**src/rtl/mmio_io_ctrl.sv**
```systemverilog
// Memory-mapped I/O controller for the 0x8000_00xx region: UART TX FIFO, single-entry
// RX buffer, cycle/instruction counters, and one-cycle-latency load data.
module mmio_io_ctrl #(
    parameter int TX_DEPTH = 8,
    parameter int CNT_W    = 32
) (
    input  logic        clk,
    input  logic        rst_n,
    input  logic        io_rd,
    input  logic        io_wr,
    input  logic [31:0] addr,
    input  logic [31:0] wdata,
    input  logic        inst_retire,
    output logic [31:0] rdata,
    output logic [7:0]  tx_data,
    output logic        tx_valid,
    input  logic        tx_ready,
    input  logic [7:0]  rx_data,
    input  logic        rx_valid,
    output logic        rx_ready,
    output logic        tx_overflow
);
    localparam int PTR_W = $clog2(TX_DEPTH);

    localparam logic [31:0] A_STATUS = 32'h8000_0000;
    localparam logic [31:0] A_RXD    = 32'h8000_0004;
    localparam logic [31:0] A_TXD    = 32'h8000_0008;
    localparam logic [31:0] A_CYC    = 32'h8000_0010;
    localparam logic [31:0] A_INS    = 32'h8000_0014;
    localparam logic [31:0] A_CLR    = 32'h8000_0018;

    logic [7:0]       mem_r [TX_DEPTH];
    logic [PTR_W:0]   rd_ptr_r;
    logic [PTR_W:0]   wr_ptr_r;
    logic [PTR_W:0]   rd_nxt_s;
    logic [PTR_W:0]   wr_nxt_s;
    logic             tx_full_s;
    logic             tx_push_s;
    logic             tx_drop_s;
    logic             tx_pop_s;
    logic [7:0]       head_nxt_s;
    logic             tx_valid_r;
    logic [7:0]       tx_data_r;
    logic             tx_overflow_r;
    logic             rx_full_r;
    logic             rx_ready_r;
    logic [7:0]       rx_byte_r;
    logic             rx_pop_s;
    logic             rx_cap_s;
    logic [CNT_W-1:0] cyc_cnt_r;
    logic [CNT_W-1:0] ins_cnt_r;
    logic             clr_s;
    logic [31:0]      rd_mux_s;
    logic [31:0]      rdata_r;
    logic             unused_s;

    assign unused_s = ^wdata[31:8];

    // Decode strobes and next FIFO pointers; the registered head must track a push into an emptying FIFO.
    always_comb begin
        tx_full_s = (wr_ptr_r[PTR_W] != rd_ptr_r[PTR_W]) &&
                    (wr_ptr_r[PTR_W-1:0] == rd_ptr_r[PTR_W-1:0]);
        tx_push_s = io_wr && (addr == A_TXD) && !tx_full_s;
        tx_drop_s = io_wr && (addr == A_TXD) && tx_full_s;
        tx_pop_s  = tx_valid_r && tx_ready;
        rd_nxt_s  = tx_pop_s  ? rd_ptr_r + (PTR_W+1)'(1'b1) : rd_ptr_r;
        wr_nxt_s  = tx_push_s ? wr_ptr_r + (PTR_W+1)'(1'b1) : wr_ptr_r;
        if (tx_push_s && (wr_ptr_r == rd_nxt_s)) begin
            head_nxt_s = wdata[7:0];
        end else begin
            head_nxt_s = mem_r[rd_nxt_s[PTR_W-1:0]];
        end
        clr_s    = io_wr && (addr == A_CLR);
        rx_pop_s = io_rd && (addr == A_RXD) && rx_full_r;
        rx_cap_s = rx_valid && rx_ready_r;
    end

    // Load data mux, built from state at the start of the cycle.
    always_comb begin
        case (addr)
            A_STATUS: rd_mux_s = {29'h0, tx_overflow_r, rx_full_r, !tx_full_s};
            A_RXD:    rd_mux_s = {24'h0, rx_byte_r};
            A_CYC:    rd_mux_s = 32'(cyc_cnt_r);
            A_INS:    rd_mux_s = 32'(ins_cnt_r);
            default:  rd_mux_s = 32'h0;
        endcase
    end

    // TX FIFO storage, pointers, registered head and sticky overflow flag.
    always_ff @(posedge clk or negedge rst_n) begin
        if (!rst_n) begin
            for (int i = 0; i < TX_DEPTH; i++) begin
                mem_r[i] <= 8'h00;
            end
            rd_ptr_r      <= '0;
            wr_ptr_r      <= '0;
            tx_valid_r    <= 1'b0;
            tx_data_r     <= 8'h00;
            tx_overflow_r <= 1'b0;
        end else begin
            if (tx_push_s) begin
                mem_r[wr_ptr_r[PTR_W-1:0]] <= wdata[7:0];
            end
            rd_ptr_r   <= rd_nxt_s;
            wr_ptr_r   <= wr_nxt_s;
            tx_valid_r <= (wr_nxt_s != rd_nxt_s);
            tx_data_r  <= head_nxt_s;
            if (clr_s) begin
                tx_overflow_r <= 1'b0;
            end else if (tx_drop_s) begin
                tx_overflow_r <= 1'b1;
            end
        end
    end

    // Single-entry RX buffer; capture and pop are mutually exclusive by construction.
    always_ff @(posedge clk or negedge rst_n) begin
        if (!rst_n) begin
            rx_full_r  <= 1'b0;
            rx_ready_r <= 1'b1;
            rx_byte_r  <= 8'h00;
        end else begin
            if (rx_cap_s) begin
                rx_byte_r  <= rx_data;
                rx_full_r  <= 1'b1;
                rx_ready_r <= 1'b0;
            end else if (rx_pop_s) begin
                rx_full_r  <= 1'b0;
                rx_ready_r <= 1'b1;
            end
        end
    end

    // Free-running cycle counter and retired-instruction counter; clear wins over increment.
    always_ff @(posedge clk or negedge rst_n) begin
        if (!rst_n) begin
            cyc_cnt_r <= '0;
            ins_cnt_r <= '0;
        end else if (clr_s) begin
            cyc_cnt_r <= '0;
            ins_cnt_r <= '0;
        end else begin
            cyc_cnt_r <= cyc_cnt_r + CNT_W'(1'b1);
            if (inst_retire) begin
                ins_cnt_r <= ins_cnt_r + CNT_W'(1'b1);
            end
        end
    end

    // Registered load data, held between reads.
    always_ff @(posedge clk or negedge rst_n) begin
        if (!rst_n) begin
            rdata_r <= 32'h0;
        end else if (io_rd) begin
            rdata_r <= rd_mux_s;
        end
    end

    assign rdata       = rdata_r;
    assign tx_data     = tx_data_r;
    assign tx_valid    = tx_valid_r;
    assign rx_ready    = rx_ready_r;
    assign tx_overflow = tx_overflow_r;

endmodule

```
**config.mk**
```make
export PLATFORM = sky130hd
export DESIGN_NAME = mmio_io_ctrl
export DESIGN_NICKNAME = d
export VERILOG_FILES = /design/src/rtl/mmio_io_ctrl.sv
export SDC_FILE = /design/constraint.sdc
export NUM_CORES = 1
export LEC_CHECK = 0
export ABC_AREA = 1
export CORE_ASPECT_RATIO = 1.4
export CORE_UTILIZATION = 40
export CTS_CLUSTER_SIZE = 14
export DETAILED_ROUTE_END_ITERATION = 10
export DONT_BUFFER_PORTS = 1
export GPL_TIMING_DRIVEN = 0
export PLACE_DENSITY = 0.64
export REMOVE_ABC_BUFFERS = 1
export SETUP_SLACK_MARGIN = 0.3
export SLEW_MARGIN = 25
export SYNTH_ARGS = -nofsm -noshare
export SYNTH_HDL_FRONTEND = slang
export SYNTH_SLANG_ARGS = --single-unit
```
**constraint.sdc**
```tcl
create_clock -name clk -period 2.9 [get_ports clk]
set_clock_uncertainty 0.2 [all_clocks]
set_input_delay 0.29 -clock clk [delete_from_list [all_inputs] [get_ports clk]]
set_output_delay 0.29 -clock clk [all_outputs]
set_load 0.1 [all_outputs]
```
Yosys cells after proc, flatten, opt, wreduce, memory -nomap -nowiden

Index checks and enable logic that the tools add are counted.
Widths: inputs -> output; s select.

Register bits after elaboration: 188
Bits of input ports: 79
Output and inout port bits: 43
Logic and storage cells: 72

$add $sub $neg: 4
Magnitude comparators: 3
Eq/ne operators: 10
Multiplexer cells: 19
Bitwise logic cells: 2
Reductions and logical operators: 15

Operator list:

| kind                  | count |
|---|---|
| $eq 32x32->1 const B  | 6 |
| $pmux 32 s4           | 1 |
| $mux 32               | 3 |
| $add 32x1->32 const B | 2 |
| $bwmux 64             | 1 |
| $mux 8                | 4 |
| $bmux 8 s3            | 1 |
| $demux 8 s3           | 1 |
| $logic_and 1x1->1     | 11 |
| $add 4x1->4 const B   | 2 |
| $ge 4x4->1 const B    | 2 |
| $mux 4                | 2 |
| $not 3->4             | 2 |
| $mux 1                | 6 |
| $reduce_bool 2->1     | 3 |
| $eq 4x4->1            | 1 |
| $lt 4x1->1 const B    | 1 |
| $ne 4x4->1            | 1 |
| $eq 3x3->1            | 1 |
| $logic_not 1->1       | 1 |
| $ne 1x1->1            | 1 |

Depth between registers and ports, before layout

Depth in word-level cells: 7
Depth in mapped cells: 13
Mapped depth without buffers: 12

Worst setup path after synthesis

No wires, ideal clock.

Path kind: reg-to-reg
Start point: register tx_valid_r (netlist: tx_valid)
End point: register tx_data_r[0] (netlist: tx_data[0])
Setup time: 0.131 ns
Arrival: 2.277 ns
Data required time: 2.569 ns
Slack: 0.293 ns
Cell stages (with the launch flop): 10
Path buffers: 0
Clock period less this slack: 2.607 ns
Path through: dfrtp_1 nand2_1 inv_1 nand2_1 xor2_1 inv_1 nand3_1 nand2_1 nand2_1 o21ai_0

Word-level cells in the longest chain between the ends: 7
Elaborated cells between the ends (all ways): 9
Classes of those cells: eq/ne (1); mux (5); bitwise (1); reduce/logical (2)

RTL lines:

| element                                   | RTL line | text |
|---|---|---|
| start: declaration                        | 42       | `logic tx_valid_r;` |
| start signal: assignment                  | 106      | `tx_valid_r <= (wr_nxt_s != rd_nxt_s);` |
| $logic_and 1x1->1 (*)                     | 65       | `tx_pop_s = tx_valid_r && tx_ready;` |
| $mux 4 (*)                                | 66       | `rd_nxt_s = tx_pop_s ? rd_ptr_r + (PTR_W+1)'(1'b1) : rd_ptr_r;` |
| via rd_nxt_s[2]                           | 35       | `logic [PTR_W:0] rd_nxt_s;` |
| $not 3->4 (implied by the code)           | 71       | `head_nxt_s = mem_r[rd_nxt_s[PTR_W-1:0]];` |
| $bmux 8 s3                                | 71       |  |
| $mux 8 (implied by the code) (2 in a row) | 71       |  |
| $mux 8 (*)                                | 68       | `if (tx_push_s && (wr_ptr_r == rd_nxt_s)) begin` |
| via head_nxt_s[0]                         | 41       | `logic [7:0] head_nxt_s;` |
| end signal: assignment                    | 107      | `tx_data_r <= head_nxt_s;` |
| end: declaration                          | 43       | `logic [7:0] tx_data_r;` |

The timed path passes the listed nets; every way through them passes the cells marked *. The select of a mux whose other input is x is not followed.
A chain may end at the register's enable or synchronous reset.

Worst setup path after layout

Start point: register tx_valid_r (netlist: tx_valid)
End point: register tx_data_r[0] (netlist: tx_data[0])

Word-level cells in the longest chain between the ends: 7
Elaborated cells between the ends (all ways): 9
Classes of those cells: eq/ne (1); mux (5); bitwise (1); reduce/logical (2)

RTL lines:

| element                                   | RTL line |
|---|---|
| $logic_and 1x1->1 (*)                     | 65 |
| $mux 4 (*)                                | 66 |
| $not 3->4 (implied by the code)           | 71 |
| $bmux 8 s3                                | 71 |
| $mux 8 (implied by the code) (2 in a row) | 71 |
| $mux 8 (*)                                | 68 |
| via head_nxt_s[0]                         | 41 |

Marks and branches as above.

==> metrics.md <==
| Metric | Value |
|---|---|
| CP Max Fanout | `29` |
| Routed len/inst | `15.9 um` |
| WP data required | `3.06 ns` |
| Worst setup EP type | `flip-flop` |
| Worst Path Arrival | `2.61 ns` |
| Cells after Synth | `1361` |
| YS warnings | `0` |
| First-pass GRT wire length | `45.2 mm` |
| Die ar. | `0.0256 mm^2` |
| IO Pins | `122` |
| Clock latency on the worst-skew pair | `0.45 ns` |
| Worst hold slack | `-0.662 ns` |
| Startpoint Class | `flip-flop` |
| Post-Synthesis Cell Area | `0.00997 mm^2` |
| Max Transition Viols Final | `0` |
| Hold WC Path Type | `primary input to async pin` |
| Die Span X | `135 um` |
| Final hold violations | `188` |
| Clock transition at path regs | `0.08 ns` |
| Failing checks | `hold timing` |
| CTS tree | `built` |
| P_sw | `2.95 mW` |
| Comb power frac | `23.0%` |
| Met1 Use GR | `25.1%` |
| Pleak | `5.50 nW` |
| Die Y | `189 um` |
| Status | `finished with violations` |
| Grt ovf | `0` |
| Final Net Count | `1452` |
| RSZ-0062 raised after global routing | `false` |
| Final WL | `27.0 mm` |
| Clk root buf | `clkbuf_16` |
| Vias in the first global route | `8975` |
| TritonRoute pass-1 iters | `6` |
| Area Growth Syn to Fin | `12.6%` |
| Met2 Usage GRT | `41.8%` |
| Tcrit/Tclk final | `84.8%` |
| Clock power share | `32.1%` |
| Global Route met3 Usage | `3.69%` |
| Flop pwr share | `44.9%` |
| Initial antenna violation count | `0` |
| Via-per-instance ratio | `5.23` |
| FP Rows | `68` |
| P per Cell Area | `682 mW/mm^2` |
| Fillcell total | `2492` |
| Synthesized flop and latch total | `188` |
| Clock Sinks | `188` |
| Yosys cell types | `37` |
| Syn Area/Cell | `7.33 um^2` |
| Remaining DRCs | `0` |
| I/O Buffers | `0` |
| Total track usage | `22.7%` |
| N_diodes | `0` |
| # setup viols final | `0` |
| Least-Margin Pin Slew | `0.978 ns` |
| Vias | `8875` |
| Iter 0 DRT Violations | `528` |
| Initial Util | `40.6%` |
| Share of layout cells above drive strength 1 | `5.14%` |
| Peak supply drop | `0.520 mV` |
| Register area share after synthesis | `47.2%` |
| Global routing's busiest layer | `met2` |
| Max clock buf depth | `2` |
| Total of max-cap violations | `0` |
| Pre-CTS WS | `-0.763 ns` |
| Worst setup margin | `0.442 ns` |
| Dpl hpwl | `18.7 mm` |
| CTS H-tree lvls | `4` |
| Tmin final | `2.46 ns` |
| Sw Share | `38.5%` |
| CTS Buf Count | `17` |
| Cts hold-fix bufs | `26` |
| Final Util | `45.7%` |
| RD Place Congestion | `0.932` |
| Critical path type | `flip-flop to flip-flop` |
| Fmax | `407 MHz` |
| Max-slew headroom | `34.8%` |
| Remaining antenna violation count after routing | `0` |
| Internal power | `4.72 mW` |
| Total core area | `0.0246 mm^2` |
| Largest net degree at the start of global routing | `189` |
## worst max-delay path: stages, from the launching register on
cell and delay [ns]:
dfrtp_4 0.62, nand2_2 0.18, inv_1 0.13, nand2_1 0.17, nand2_8 0.19, buf_16 0.19, clkinv_4 0.15, o211ai_1 0.19
nand3_1 0.11, nand2_1 0.07, nand2_1 0.04, o21ai_0 0.10
## layout make-up
cell class	count	area (um^2)	share of cell area, %
timing repair inverter	1	7.51	0.0668
inverter	161	613	5.46
sequential	188	4710	42.0
timing repair buffer	33	358	3.19
tap	315	394	3.51
clock buffer	17	425	3.79
multi-input combinational	967	4530	40.3
clock inverter	15	190	1.69
## power groups by stage
stage	Clock (mW)	Combinational [mW]	Sequential (mW)
floorplan	0	1.07	3.44
global placement	0	1.41	3.49
detailed placement	0	1.48	3.49
CTS	2.50	1.73	3.45
global route	2.61	2.02	3.47
finish	2.46	1.76	3.44
## cells in the mapped netlist, drive strengths merged
| master | number | area (um^2) |
|---|---|---|
| nor2 | 216 | 848 |
| o22ai | 15 | 93.8 |
| ha | 4 | 50.1 |
| dfstp | 1 | 26.3 |
| o2bb2ai | 1 | 8.76 |
| clkbuf | 29 | 113 |
| buf | 17 | 96.3 |
| nand2 | 376 | 1430 |
| a21oi | 85 | 425 |
| nor3 | 37 | 185 |
| nand3b | 1 | 7.51 |
| xnor2 | 1 | 8.76 |
| nand3 | 63 | 333 |
| nor4 | 6 | 43.8 |
| a221oi | 1 | 8.76 |
| dfrtp | 187 | 4680 |
| o21ai | 73 | 365 |
| a211oi | 3 | 22.5 |
| nand4 | 29 | 188 |
| xor2 | 20 | 175 |
| o211ai | 29 | 218 |
| clkinv | 4 | 15.0 |
| nor3b | 5 | 37.5 |
| a31oi | 1 | 6.26 |
| inv | 157 | 589 |
## routing by layer
metal | wire length [um] | share of wire [%]
met1 | 10700 | 40
met2 | 14500 | 54
met3 | 846 | 3.1
met4 | 950 | 3.5
met5 | 0 | 0
## sequential cells by signal, indices dropped and copies added, names as in the netlist, 4 cells and up
signal,count
ins_cnt_r,32
cyc_cnt_r,32
mem_r,64
tx_data,8
rx_byte_r,8
rdata,32
wr_ptr_r,4
rd_ptr_r,4
## logic make-up (layout without fill, tap and decap cells)
| logic type | count (synthesis) | after routing | share of synthesized area [%] |
|---|---|---|---|
| XOR/XNOR | 21 | 21 | 1.84 |
| AO/OA/AOI/OAI | 208 | 208 | 11.5 |
| adder cells (fa/ha/maj) | 4 | 4 | 0.502 |
| buffers and inverters | 207 | 227 | 8.15 |
| AND/OR/NAND/NOR | 733 | 734 | 30.8 |
| flip-flops | 188 | 188 | 47.2 |
## cells in the final DEF (no fill, tap or decap), types with 2 or more instances in the layout
cell type      Yosys  final
dfrtp_1          187    185
buf_4              3      5
o21ai_0           73     71
clkinv_8           0      3
nor2_1           211    210
nand3_2            1      2
nor4_1             5      5
nor3b_1            5      5
dlygate4sd3_1      0     24
a21oi_1           85     85
xor2_1            20     19
inv_1            156    154
clkbuf_16          0     17
nand2_1          371    367
ha_1               4      4
nor3_1            37     36
buf_12             0      2
nand2_2            4      7
nor2_4             5      6
clkinv_4           0      2
clkinv_1           4      4
clkinvlp_4         0      2
nand3_1           61     60
o22ai_1           15     15
nand4_1           28     28
a211oi_1           3      3
inv_6              0      6
o211ai_1          29     29
inv_8              0      3
## final timing paths
| check | start | to | slack (ns) | cells after the start |
|---|---|---|---|---|
| min in group clk | inst_retire | ins_cnt_r[3] | 0.01 | 3 |
| max in group asynchronous | rst_n | ins_cnt_r[2] | 2.70 | 0 |
| max | tx_valid | tx_data[0] | 0.44 | 11 |
| max reg2reg | tx_valid | tx_data[0] | 0.44 | 11 |
| min | rst_n | rdata[5] | -0.66 | 0 |
| min reg2reg | mem_r[1] | mem_r[1] | 0.29 | 2 |
## what timing repair did
action / in CTS / in global routing
buffers inserted: 5 / 1
setup endpoints to repair: 35 / 31
pin swaps: 3 / 1
gates resized for setup: 11 / 11
cloned: 2 / 0
endpoints found under the hold margin: 315 / 188
## per-stage QoR
stage / cell area [um^2] / TNS [ns] / std cells / total power, mW
2_1_floorplan: 9760 / -5.40 / 1315 / 4.51
3_3_place_gp: 10200 / -19.51 / 1630 / 4.90
3_5_place_dp: 10200 / -6.59 / 1631 / 4.97
4_1_cts: 11200 / 0 / 1696 / 7.68
5_1_grt: 11200 / 0 / 1697 / 8.10
6_report: 11200 / 0 / 1697 / 7.67
(Power assumes the default switching activity.)
